--- config.mk ---
export PLATFORM = sky130hd
export DESIGN_NAME = mem_req_arbiter
export DESIGN_NICKNAME = d
export VERILOG_FILES = /design/src/rtl/mem_req_arbiter_pkg.sv /design/src/rtl/mem_req_arbiter_owner_fifo.sv /design/src/rtl/mem_req_arbiter.sv
export SDC_FILE = /design/constraint.sdc
export NUM_CORES = 1
export LEC_CHECK = 0
export ABC_AREA = 1
export BUFFER_PORTS_ARGS = -buffer_cell sky130_fd_sc_hd__buf_2
export CORE_AREA = 2 2 124 126
export DETAILED_ROUTE_END_ITERATION = 8
export DIE_AREA = 0 0 126 128
export PLACE_DENSITY_LB_ADDON = 0.05
export SLEW_MARGIN = 40
export SYNTH_ARGS = -nofsm -noshare
export SYNTH_HDL_FRONTEND = slang
export SYNTH_SLANG_ARGS = --single-unit
--- constraint.sdc ---
create_clock -name clk -period 3.3 [get_ports clk]
set_clock_uncertainty 0.05 [all_clocks]
set_input_delay 0 -clock clk [delete_from_list [all_inputs] [get_ports clk]]
set_output_delay 0 -clock clk [all_outputs]
set_load 0.02 [all_outputs]
--- src/rtl/mem_req_arbiter_pkg.sv ---
// Shared types and constants for the memory request arbiter.
//   - size encodings used on the *_size request fields
//   - owner IDs stored in the outstanding-transaction FIFO
//   - address-phase lock states
//   - FIFO entry layout {owner, discard}
package mem_req_arbiter_pkg;

    typedef enum logic [1:0] {
        SIZE_BYTE = 2'd0,
        SIZE_HALF = 2'd1,
        SIZE_WORD = 2'd2
    } size_e;

    localparam logic OWN_I = 1'b0;  // instruction-fetch port
    localparam logic OWN_D = 1'b1;  // load/store port

    typedef enum logic {
        IDLE   = 1'b0,
        LOCKED = 1'b1
    } state_e;

    typedef struct packed {
        logic owner;
        logic discard;
    } fifo_entry_t;

endpackage

--- src/rtl/mem_req_arbiter_owner_fifo.sv ---
// In-order FIFO of outstanding transaction owners.
// Each entry records which port issued the request and whether its response
// must be swallowed. A bulk mark input sets discard on every live port-I entry.
// Ports:
//   clk, reset       clock, synchronous active-high reset
//   push_i           write push_entry_i at the tail (caller guarantees ~full_o)
//   push_entry_i     {owner, discard} of the accepted request
//   pop_i            drop the head entry (caller guarantees count_o != 0)
//   mark_discard_i   set discard on all live entries owned by port I
//   head_o           entry at the head
//   count_o          live entries, 0..DEPTH
//   full_o           count_o == DEPTH
module mem_req_arbiter_owner_fifo
    import mem_req_arbiter_pkg::*;
#(
    parameter int DEPTH = 4
) (
    input  logic                     clk,
    input  logic                     reset,
    input  logic                     push_i,
    input  fifo_entry_t              push_entry_i,
    input  logic                     pop_i,
    input  logic                     mark_discard_i,
    output fifo_entry_t              head_o,
    output logic [$clog2(DEPTH):0]   count_o,
    output logic                     full_o
);
    localparam int AW = $clog2(DEPTH);

    fifo_entry_t    entry_q [DEPTH];
    logic [AW-1:0]  wr_ptr_q, wr_ptr_d;
    logic [AW-1:0]  rd_ptr_q, rd_ptr_d;
    logic [AW:0]    count_q,  count_d;
    logic [DEPTH-1:0] valid;

    // An entry is live when its distance from the read pointer (mod DEPTH)
    // is below the occupancy count.
    for (genvar gi = 0; gi < DEPTH; gi++) begin : g_valid
        logic [AW-1:0] offs;
        assign offs      = AW'(gi) - rd_ptr_q;
        assign valid[gi] = {1'b0, offs} < count_q;
    end

    always_comb begin
        wr_ptr_d = wr_ptr_q + AW'(push_i);
        rd_ptr_d = rd_ptr_q + AW'(pop_i);
        count_d  = count_q;
        case ({push_i, pop_i})
            2'b10:   count_d = count_q + 1'b1;
            2'b01:   count_d = count_q - 1'b1;
            default: count_d = count_q;
        endcase
    end

    always_ff @(posedge clk) begin
        if (reset) begin
            wr_ptr_q <= '0;
            rd_ptr_q <= '0;
            count_q  <= '0;
        end else begin
            wr_ptr_q <= wr_ptr_d;
            rd_ptr_q <= rd_ptr_d;
            count_q  <= count_d;
        end
    end

    // Storage carries no reset: only pointers/count define which entries are live.
    always_ff @(posedge clk) begin
        for (int i = 0; i < DEPTH; i++) begin
            if (push_i && wr_ptr_q == AW'(i)) begin
                entry_q[i] <= push_entry_i;
            end else if (mark_discard_i && valid[i] && entry_q[i].owner == OWN_I) begin
                entry_q[i].discard <= 1'b1;
            end
        end
    end

    assign head_o  = entry_q[rd_ptr_q];
    assign count_o = count_q;
    assign full_o  = (count_q == (AW+1)'(DEPTH));

endmodule

--- src/rtl/mem_req_arbiter.sv ---
// Two-port (fetch I / load-store D) arbiter onto one SRAM-like memory port.
// Data port has priority unless fetch has waited STARVE_LIMIT cycles. A
// granted-but-unaccepted request is locked until mem_addr_ok. Accepted
// requests are tracked in order so responses return to their owner; fetch
// responses can be discarded by inst_cancel.
// Ports:
//   clk, reset                       clock, synchronous active-high reset
//   inst_* / data_*                  requester ports (req, wr, size, addr, wstrb,
//                                    wdata in; addr_ok, data_ok, rdata out)
//   inst_cancel                      flush pulse for outstanding fetch responses
//   mem_req/wr/size/addr/wstrb/wdata downstream request
//   mem_addr_ok, mem_data_ok,
//   mem_rdata                        downstream handshake and response
module mem_req_arbiter
    import mem_req_arbiter_pkg::*;
#(
    parameter int DEPTH        = 4,
    parameter int STARVE_LIMIT = 8
) (
    input  logic        clk,
    input  logic        reset,
    input  logic        inst_req,
    input  logic        inst_wr,
    input  logic [1:0]  inst_size,
    input  logic [31:0] inst_addr,
    input  logic [3:0]  inst_wstrb,
    input  logic [31:0] inst_wdata,
    output logic        inst_addr_ok,
    output logic        inst_data_ok,
    output logic [31:0] inst_rdata,
    input  logic        data_req,
    input  logic        data_wr,
    input  logic [1:0]  data_size,
    input  logic [31:0] data_addr,
    input  logic [3:0]  data_wstrb,
    input  logic [31:0] data_wdata,
    output logic        data_addr_ok,
    output logic        data_data_ok,
    output logic [31:0] data_rdata,
    input  logic        inst_cancel,
    output logic        mem_req,
    output logic        mem_wr,
    output logic [1:0]  mem_size,
    output logic [31:0] mem_addr,
    output logic [3:0]  mem_wstrb,
    output logic [31:0] mem_wdata,
    input  logic        mem_addr_ok,
    input  logic        mem_data_ok,
    input  logic [31:0] mem_rdata
);
    localparam int SW = $clog2(STARVE_LIMIT + 1);
    localparam int CW = $clog2(DEPTH) + 1;

    state_e        state_q;
    logic          lock_owner_q;
    logic [SW-1:0] starve_q;
    logic          discard_pending_q;

    logic          grant_owner;
    logic          gnt_req;
    logic          accept;
    logic          accept_i;
    logic          pop;
    logic          fifo_full;
    logic [CW-1:0] fifo_count;
    fifo_entry_t   push_entry;
    fifo_entry_t   head;

    always_comb begin
        grant_owner = OWN_D;
        if (state_q == LOCKED) begin
            grant_owner = lock_owner_q;
        end else if (inst_req && !data_req) begin
            grant_owner = OWN_I;
        end else if (inst_req && data_req && starve_q == SW'(STARVE_LIMIT)) begin
            grant_owner = OWN_I;
        end
    end

    assign gnt_req   = (grant_owner == OWN_I) ? inst_req : data_req;
    assign mem_req   = gnt_req & ~fifo_full & ~reset;
    assign mem_wr    = (grant_owner == OWN_I) ? inst_wr    : data_wr;
    assign mem_size  = (grant_owner == OWN_I) ? inst_size  : data_size;
    assign mem_addr  = (grant_owner == OWN_I) ? inst_addr  : data_addr;
    assign mem_wstrb = (grant_owner == OWN_I) ? inst_wstrb : data_wstrb;
    assign mem_wdata = (grant_owner == OWN_I) ? inst_wdata : data_wdata;

    assign accept       = mem_req & mem_addr_ok;
    assign accept_i     = accept & (grant_owner == OWN_I);
    assign inst_addr_ok = accept_i;
    assign data_addr_ok = accept & (grant_owner == OWN_D);

    // A fetch accepted while a cancel is pending (or arriving now) is dead on arrival.
    assign push_entry.owner   = grant_owner;
    assign push_entry.discard = (grant_owner == OWN_I) & (discard_pending_q | inst_cancel);

    assign pop = mem_data_ok & (fifo_count != '0) & ~reset;

    // inst_cancel is checked here too so a cancel coinciding with the pop still
    // suppresses the head fetch response (the FIFO mark lands one cycle later).
    assign data_data_ok = pop & (head.owner == OWN_D);
    assign inst_data_ok = pop & (head.owner == OWN_I) & ~head.discard & ~inst_cancel;
    assign inst_rdata   = mem_rdata;
    assign data_rdata   = mem_rdata;

    always_ff @(posedge clk) begin
        if (reset) begin
            state_q           <= IDLE;
            lock_owner_q      <= OWN_I;
            starve_q          <= '0;
            discard_pending_q <= 1'b0;
        end else begin
            case (state_q)
                IDLE: begin
                    if (mem_req && !mem_addr_ok) begin
                        state_q      <= LOCKED;
                        lock_owner_q <= grant_owner;
                    end
                end
                LOCKED: begin
                    if (accept) begin
                        state_q <= IDLE;
                    end
                end
                default: state_q <= IDLE;
            endcase

            if (inst_req && !accept_i) begin
                if (starve_q != SW'(STARVE_LIMIT)) begin
                    starve_q <= starve_q + 1'b1;
                end
            end else begin
                starve_q <= '0;
            end

            if (accept_i) begin
                discard_pending_q <= 1'b0;
            end else if (inst_cancel && state_q == LOCKED && lock_owner_q == OWN_I) begin
                discard_pending_q <= 1'b1;
            end
        end
    end

    mem_req_arbiter_owner_fifo #(
        .DEPTH(DEPTH)
    ) u_owner_fifo (
        .clk            (clk),
        .reset          (reset),
        .push_i         (accept),
        .push_entry_i   (push_entry),
        .pop_i          (pop),
        .mark_discard_i (inst_cancel),
        .head_o         (head),
        .count_o        (fifo_count),
        .full_o         (fifo_full)
    );

endmodule

Yosys cells after proc, flatten, opt, wreduce, memory -nomap -nowiden. Memory sizes are Yosys's and may differ from the RTL's. A register that Yosys moved wholly into a read port is not among the register bits. Index checks and enable logic that the tools add are counted.

Muxes and demuxes: 38. Equality and inequality tests: 8. Add/sub/neg operators: 9. Reductions and logical operators: 28. Bitwise gates (word level): 30. $lt $le $gt $ge: 4.

Operators with widths (number): $mux 32 (2); $mux 1 (31); $logic_and 1x1->1 (19); $not 1->1 (13); $and 1x1->1 (12); $lt 2x3->1 (4); $eq 2x2->1 const B (3); $pmux 3 s2 (1); $or 1x1->1 (5); $add 2x1->2 (2); $add 4x1->4 const B (1); $eq 2x1->1 const B (2); $eq 4x4->1 const B (1); $mux 2 (2); $mux 4 (1); $ne 4x4->1 const B (1); $reduce_or 2->1 (2); $sub 1x2->2 const A (2); $sub 2x2->2 const A (2); $add 3x1->3 const B (1); $eq 3x3->1 const B (1); $logic_not 1->1 (3); $reduce_bool 3->1 (1); $sub 3x1->3 const B (1); 4 further kinds (4).

Memory bits (writable): 8. Memories: 1. Input port bits: 181. Output and inout bits: 140. Register bits: 14.

Memory list: u_owner_fifo.entry_q (words 4, bits a word 2, read ports 5, clocked after memory_dff 1, write ports 4, RTL line mem_req_arbiter_owner_fifo.sv:30) `fifo_entry_t entry_q [DEPTH];`.

Longest topological paths before layout.
Word-level depth: 14. Depth in mapped cells: 15. Gate-level depth less buffers: 14.

By module. Synthesis repeated with hierarchy kept, for this count alone.

Cells, all modules: 474. Area, all modules: 2757.6 µm².

Modules (own cells, without submodules): mem_req_arbiter (area each 1838.0 µm², sequential area each 140.1 µm², times used 1, cells an instance 360); mem_req_arbiter_owner_fifo (area each 919.6 µm², sequential area each 370.4 µm², times used 1, cells an instance 114).

Least setup slack after synthesis. OpenSTA, ideal clock, no wires.

Path type: register to register. Start point: register starve_q[0]. End point: register u_owner_fifo.count_q[2], in the netlist u_owner_fifo.count_o[2]. Period minus slack after synthesis: 2.315 ns. Data required time: 3.128 ns. Setup time: 0.122 ns. Cell stages (with the launch flop): 16. Path slack: 0.985 ns. Arrival time: 2.142 ns. Path through: dfxtp_1 inv_1 ha_1 nand3_2 nand2_1 nand2_2 nand3_2 nand3_2 buf_6 ha_1 inv_1 fa_1 a21oi_1 o21ai_0 o21ai_0 a21oi_1.

Word-level cells in the longest chain between the ends: 11. Elaborated cells between the ends (all ways): 13. Classes of those cells: eq/ne (3); mux (5); bitwise (3); reduce/logical (2).

RTL lines: start: declaration (RTL line mem_req_arbiter.sv:56) `logic [SW-1:0] starve_q;`; start signal: assignment (RTL line mem_req_arbiter.sv:130) `starve_q <= starve_q + 1'b1;`; $eq 4x4->1 * (RTL line mem_req_arbiter.sv:75) `end else if (inst_req && data_req && starve_q == SW'(STARVE_LIMIT)) begin`; $logic_and 1x1->1 * (RTL line mem_req_arbiter.sv:75); $mux 1 * (RTL line mem_req_arbiter.sv:75); $mux 1 * (RTL line mem_req_arbiter.sv:73) `end else if (inst_req && !data_req) begin`; $mux 1 * (RTL line mem_req_arbiter.sv:71) `if (state_q == LOCKED) begin`; $mux 1 * (RTL line mem_req_arbiter.sv:80) `assign gnt_req = (grant_owner == OWN_I) ? inst_req : data_req;`; $and 1x1->1 * (2 in a row) (RTL line mem_req_arbiter.sv:81) `assign mem_req = gnt_req & ~fifo_full & ~reset;`; $and 1x1->1 * (RTL line mem_req_arbiter.sv:88) `assign accept = mem_req & mem_addr_ok;`; $eq 2x1->1 / $eq 2x2->1 (equally long branches) (RTL line mem_req_arbiter_owner_fifo.sv:48) `case ({push_i, pop_i})`; $pmux 3 s2 / $reduce_bool 2->1 (equally long branches); end signal: assignment (RTL line mem_req_arbiter_owner_fifo.sv:63) `count_q <= count_d;`; end: declaration (RTL line mem_req_arbiter_owner_fifo.sv:33) `logic [AW:0] count_q, count_d;`.

Every way passes the cells marked *; elsewhere a longest branch is shown, timed or not. A chain may end at the register's enable or synchronous reset.

Worst setup path in the final report. Ends and elaborated chain as after synthesis.

==> reports/metrics.cfg <==
[drt]
avgRoutedWirePerCell_um=15.81
num_vias=3321
wl_met1_mm=5.505
top_layer_used=met5
drc=0
drt_iter0_drc=141
first_pass_iters=4
ant_nets=0
dr_wl_met3_mm=1.106
dr_wl_met2_mm=6.509
routed_wl_mm=13.20
routed_via_density=3.977

[power]
ir_drop_mv=0.1606
comb_power_share_pct=59.4
power_switching_mw=0.6845
clockPowerShare_pct=18.4
power_density_mw_per_mm2=366.1
finalPower_mw=1.426
sw_frac_of_total_pct=48.00
intPower_mw=0.7415
leakage_nw=2.290
pwr-share-seq_pct=22.2

[clock_tree]
cts_htree_levels=1
cts_tree=done
clock_latency_ps=260
clockBufferDepth=2
cts.reportedPaths.clkPinSlew_ps=60
clock_sinks=22
cts-root-buf=clkbuf_16
cts_setup_buffers=0
cts_made_buffers=3

[die]
initial_utilization_pct=18.32
num_io_pins=321
die_x_um=126
fp-row-count=45
die_h_um=128
fp.coreArea_mm2=0.01486
dieArea_mm2=0.01613

[setup_path]
cp.required_ps=3390
critPathMaxFanout=11
cp_top_family=adder cells
cp_cell_sequence=inv_1 > ha_1 > nand3_2 > nand2_1 > nand2_2 > nand3_2 > nand3_2 > ha_1 > inv_1 > fa_1 > a21oi_1 > o21ai_0 > o21ai_0 > a21oi_1
cp-end-kind=flip-flop
worst_path_largest_cell_delay_ps=390
cp.arrival_ps=2640
start_kind=flip-flop
cp_slowest_cell=dfxtp_1
cp_common_cell=nand3_2
crit_buf_inv=2
critical_path_class=flip-flop to flip-flop

[yosys]
synth_edf_count=7
synth_fp_nets=655
postSynth.asyncResetShare_pct=0
ys_seq_area_share_pct=18.75
synth.avg_cell_area_um2=5.868
ys_seq_elements=22
synth_warnings=0
dominantRegCellSynth=dfxtp_1
synth_area_mm2=0.002723
netlist_instances=464
yosysUniqueCellTypes=32

[timing]
rsz0062_at_grt=no
fin_crit_ps=2552
fin_setup_tns_ps=0
tightestPinTransition_ps=595.9
fin_ws_ps=747.5
hold_slack_ps=2.556
setup_viol=0
timing.final.crit_share_pct=77.35
hold_viol=0
slew_violations=0
maxSlewHeadroom_pct=60.14
clock.fmax_ghz=0.3918

[flow_run]
max-cap-violations=0

[finish]
area_growth_pct=43.06
drive_gt1_share_pct=38.18
antennaDiodeCount=0
seqCellArea_um2=510.5
multi_input_area_mm2=0.001470
n_fill_cell=1783
postLayoutCellArea_mm2=0.003895
layout.nets=839

[placed_design]
port_buffers=224
placed_area_mm2=0.003496
pre_cts_slack_ps=737.1
place_hpwl_mm=11.32
globalplace.congestion=0.7709

[global_route]
grt.total_usage_pct=15.29
grt_max_degree=53
antenna_found_initial=1
grt_pass1_vias=3195
grt_pass1_wl_mm=18.71
grt_overflow=0

[hold_path]
hp-class=input pin to flip-flop

[run_status]
status=completed

## cell type report
class	count	area share (%)
inverters	33	3.180
flip-flops and latches	22	13.11
well taps	188	6.039
repair buffers	259	37.91
clock buffers	4	2.024
multi-input cells	329	37.74
## placed cells by master (no fill, tap or decap), types with 2 or more instances in the layout
cell           Yosys  layout
a21oi_1            7       7
nand2_2            2       2
xor2_1             3       3
nand2_1          233     233
inv_1             27      27
nor3_1             4       4
nor2_2             3       3
edfxtp_1           7       7
nand3_2            3       3
buf_2              5     224
nand3_1           11      11
clkbuf_16          0       3
ha_1               9       9
nor2_1            26      26
o21ai_1            6       6
dlygate4sd3_1      0      32
nand4_1            2       2
o21ai_0            9       9
xnor2_1            2       2
buf_4             64       2
inv_2              6       6
dfxtp_1           15      15
## through the flow
stage | std cells | util [%]
final | 835 | 26.20
after CTS | 835 | 26.20
after floorplan | 464 | -
after global routing | 835 | 26.20
after global placement | 799 | 23.52
after detailed placement | 799 | 23.52
## worst reg2reg max path, stage by stage (launching register included)
cell and delay [ps]:
dfxtp_1 390, inv_1 70, ha_1 200, nand3_2 120, nand2_1 80, nand2_2 90
nand3_2 100, nand3_2 250, ha_1 200, inv_1 60, fa_1 370, a21oi_1 140
o21ai_0 110, o21ai_0 160, a21oi_1 50
## power groups by stage
stage	Sequential, mW	Clock, mW	Combinational [mW]
after floorplan	0.316	0	0.573
after global placement	0.322	0	0.767
after detailed placement	0.322	0	0.771
after CTS	0.316	0.275	0.868
after global routing	0.319	0.288	0.933
final	0.317	0.262	0.846
## kinds of logic after synthesis
family	after synthesis	synth area share, %
simple gates	289	42.74
buf+inv	113	27.25
compound gates	25	4.780
flops	22	18.75
fa+ha+maj	10	4.871
xor+xnor	5	1.609
## synth_stat cells (4+ instances only)
library cell	count	share of area, %
a21oi_1	7	1.3
buf_2	5	0.92
buf_4	64	18
buf_8	5	2.8
clkbuf_1	4	0.55
dfxtp_1	15	11
edfxtp_1	7	7.7
ha_1	9	4.1
inv_1	27	3.7
inv_2	6	0.83
nand2_1	233	32
nand3_1	11	2.0
nor2_1	26	3.6
nor3_1	4	0.74
o21ai_0	9	1.7
o21ai_1	6	1.1
## path summary, 6_finish.rpt
kind                                  start                              endpoint  slack (ps)  cells after the start
max                starve_q[0]$_SDFFE_PP0P_  u_owner_fifo.count_o[2]$_SDFFE_PP0P_         750                     14
min                                   reset   u_owner_fifo.rd_ptr_q[1]$_SDFF_PP0_           3                      2
max reg2reg        starve_q[0]$_SDFFE_PP0P_  u_owner_fifo.count_o[2]$_SDFFE_PP0P_         750                     14
min reg2reg  discard_pending_q$_SDFFE_PP0P_        discard_pending_q$_SDFFE_PP0P_         440                      2
## state kept, by name, summed over array words and instances, names as in the netlist, named ones only
signal                 count
lock_owner_q               1
u_owner_fifo.entry_q       8
u_owner_fifo.rd_ptr_q      2
starve_q                   4
u_owner_fifo.wr_ptr_q      2
discard_pending_q          1
u_owner_fifo.count_o       3
## metal layers
metal	global-route usage, %	vias up
met5	0	-
met4	1.939	2
met3	4.758	7
met2	25.90	150
met1	19.66	1445
li1	-	1717
## repair_timing
item,in CTS,in global routing
gates resized for setup,0,0
hold endpoints to repair,64,0
hold buffers,32,0
No activity file was read; power rests on OpenSTA's default activity.
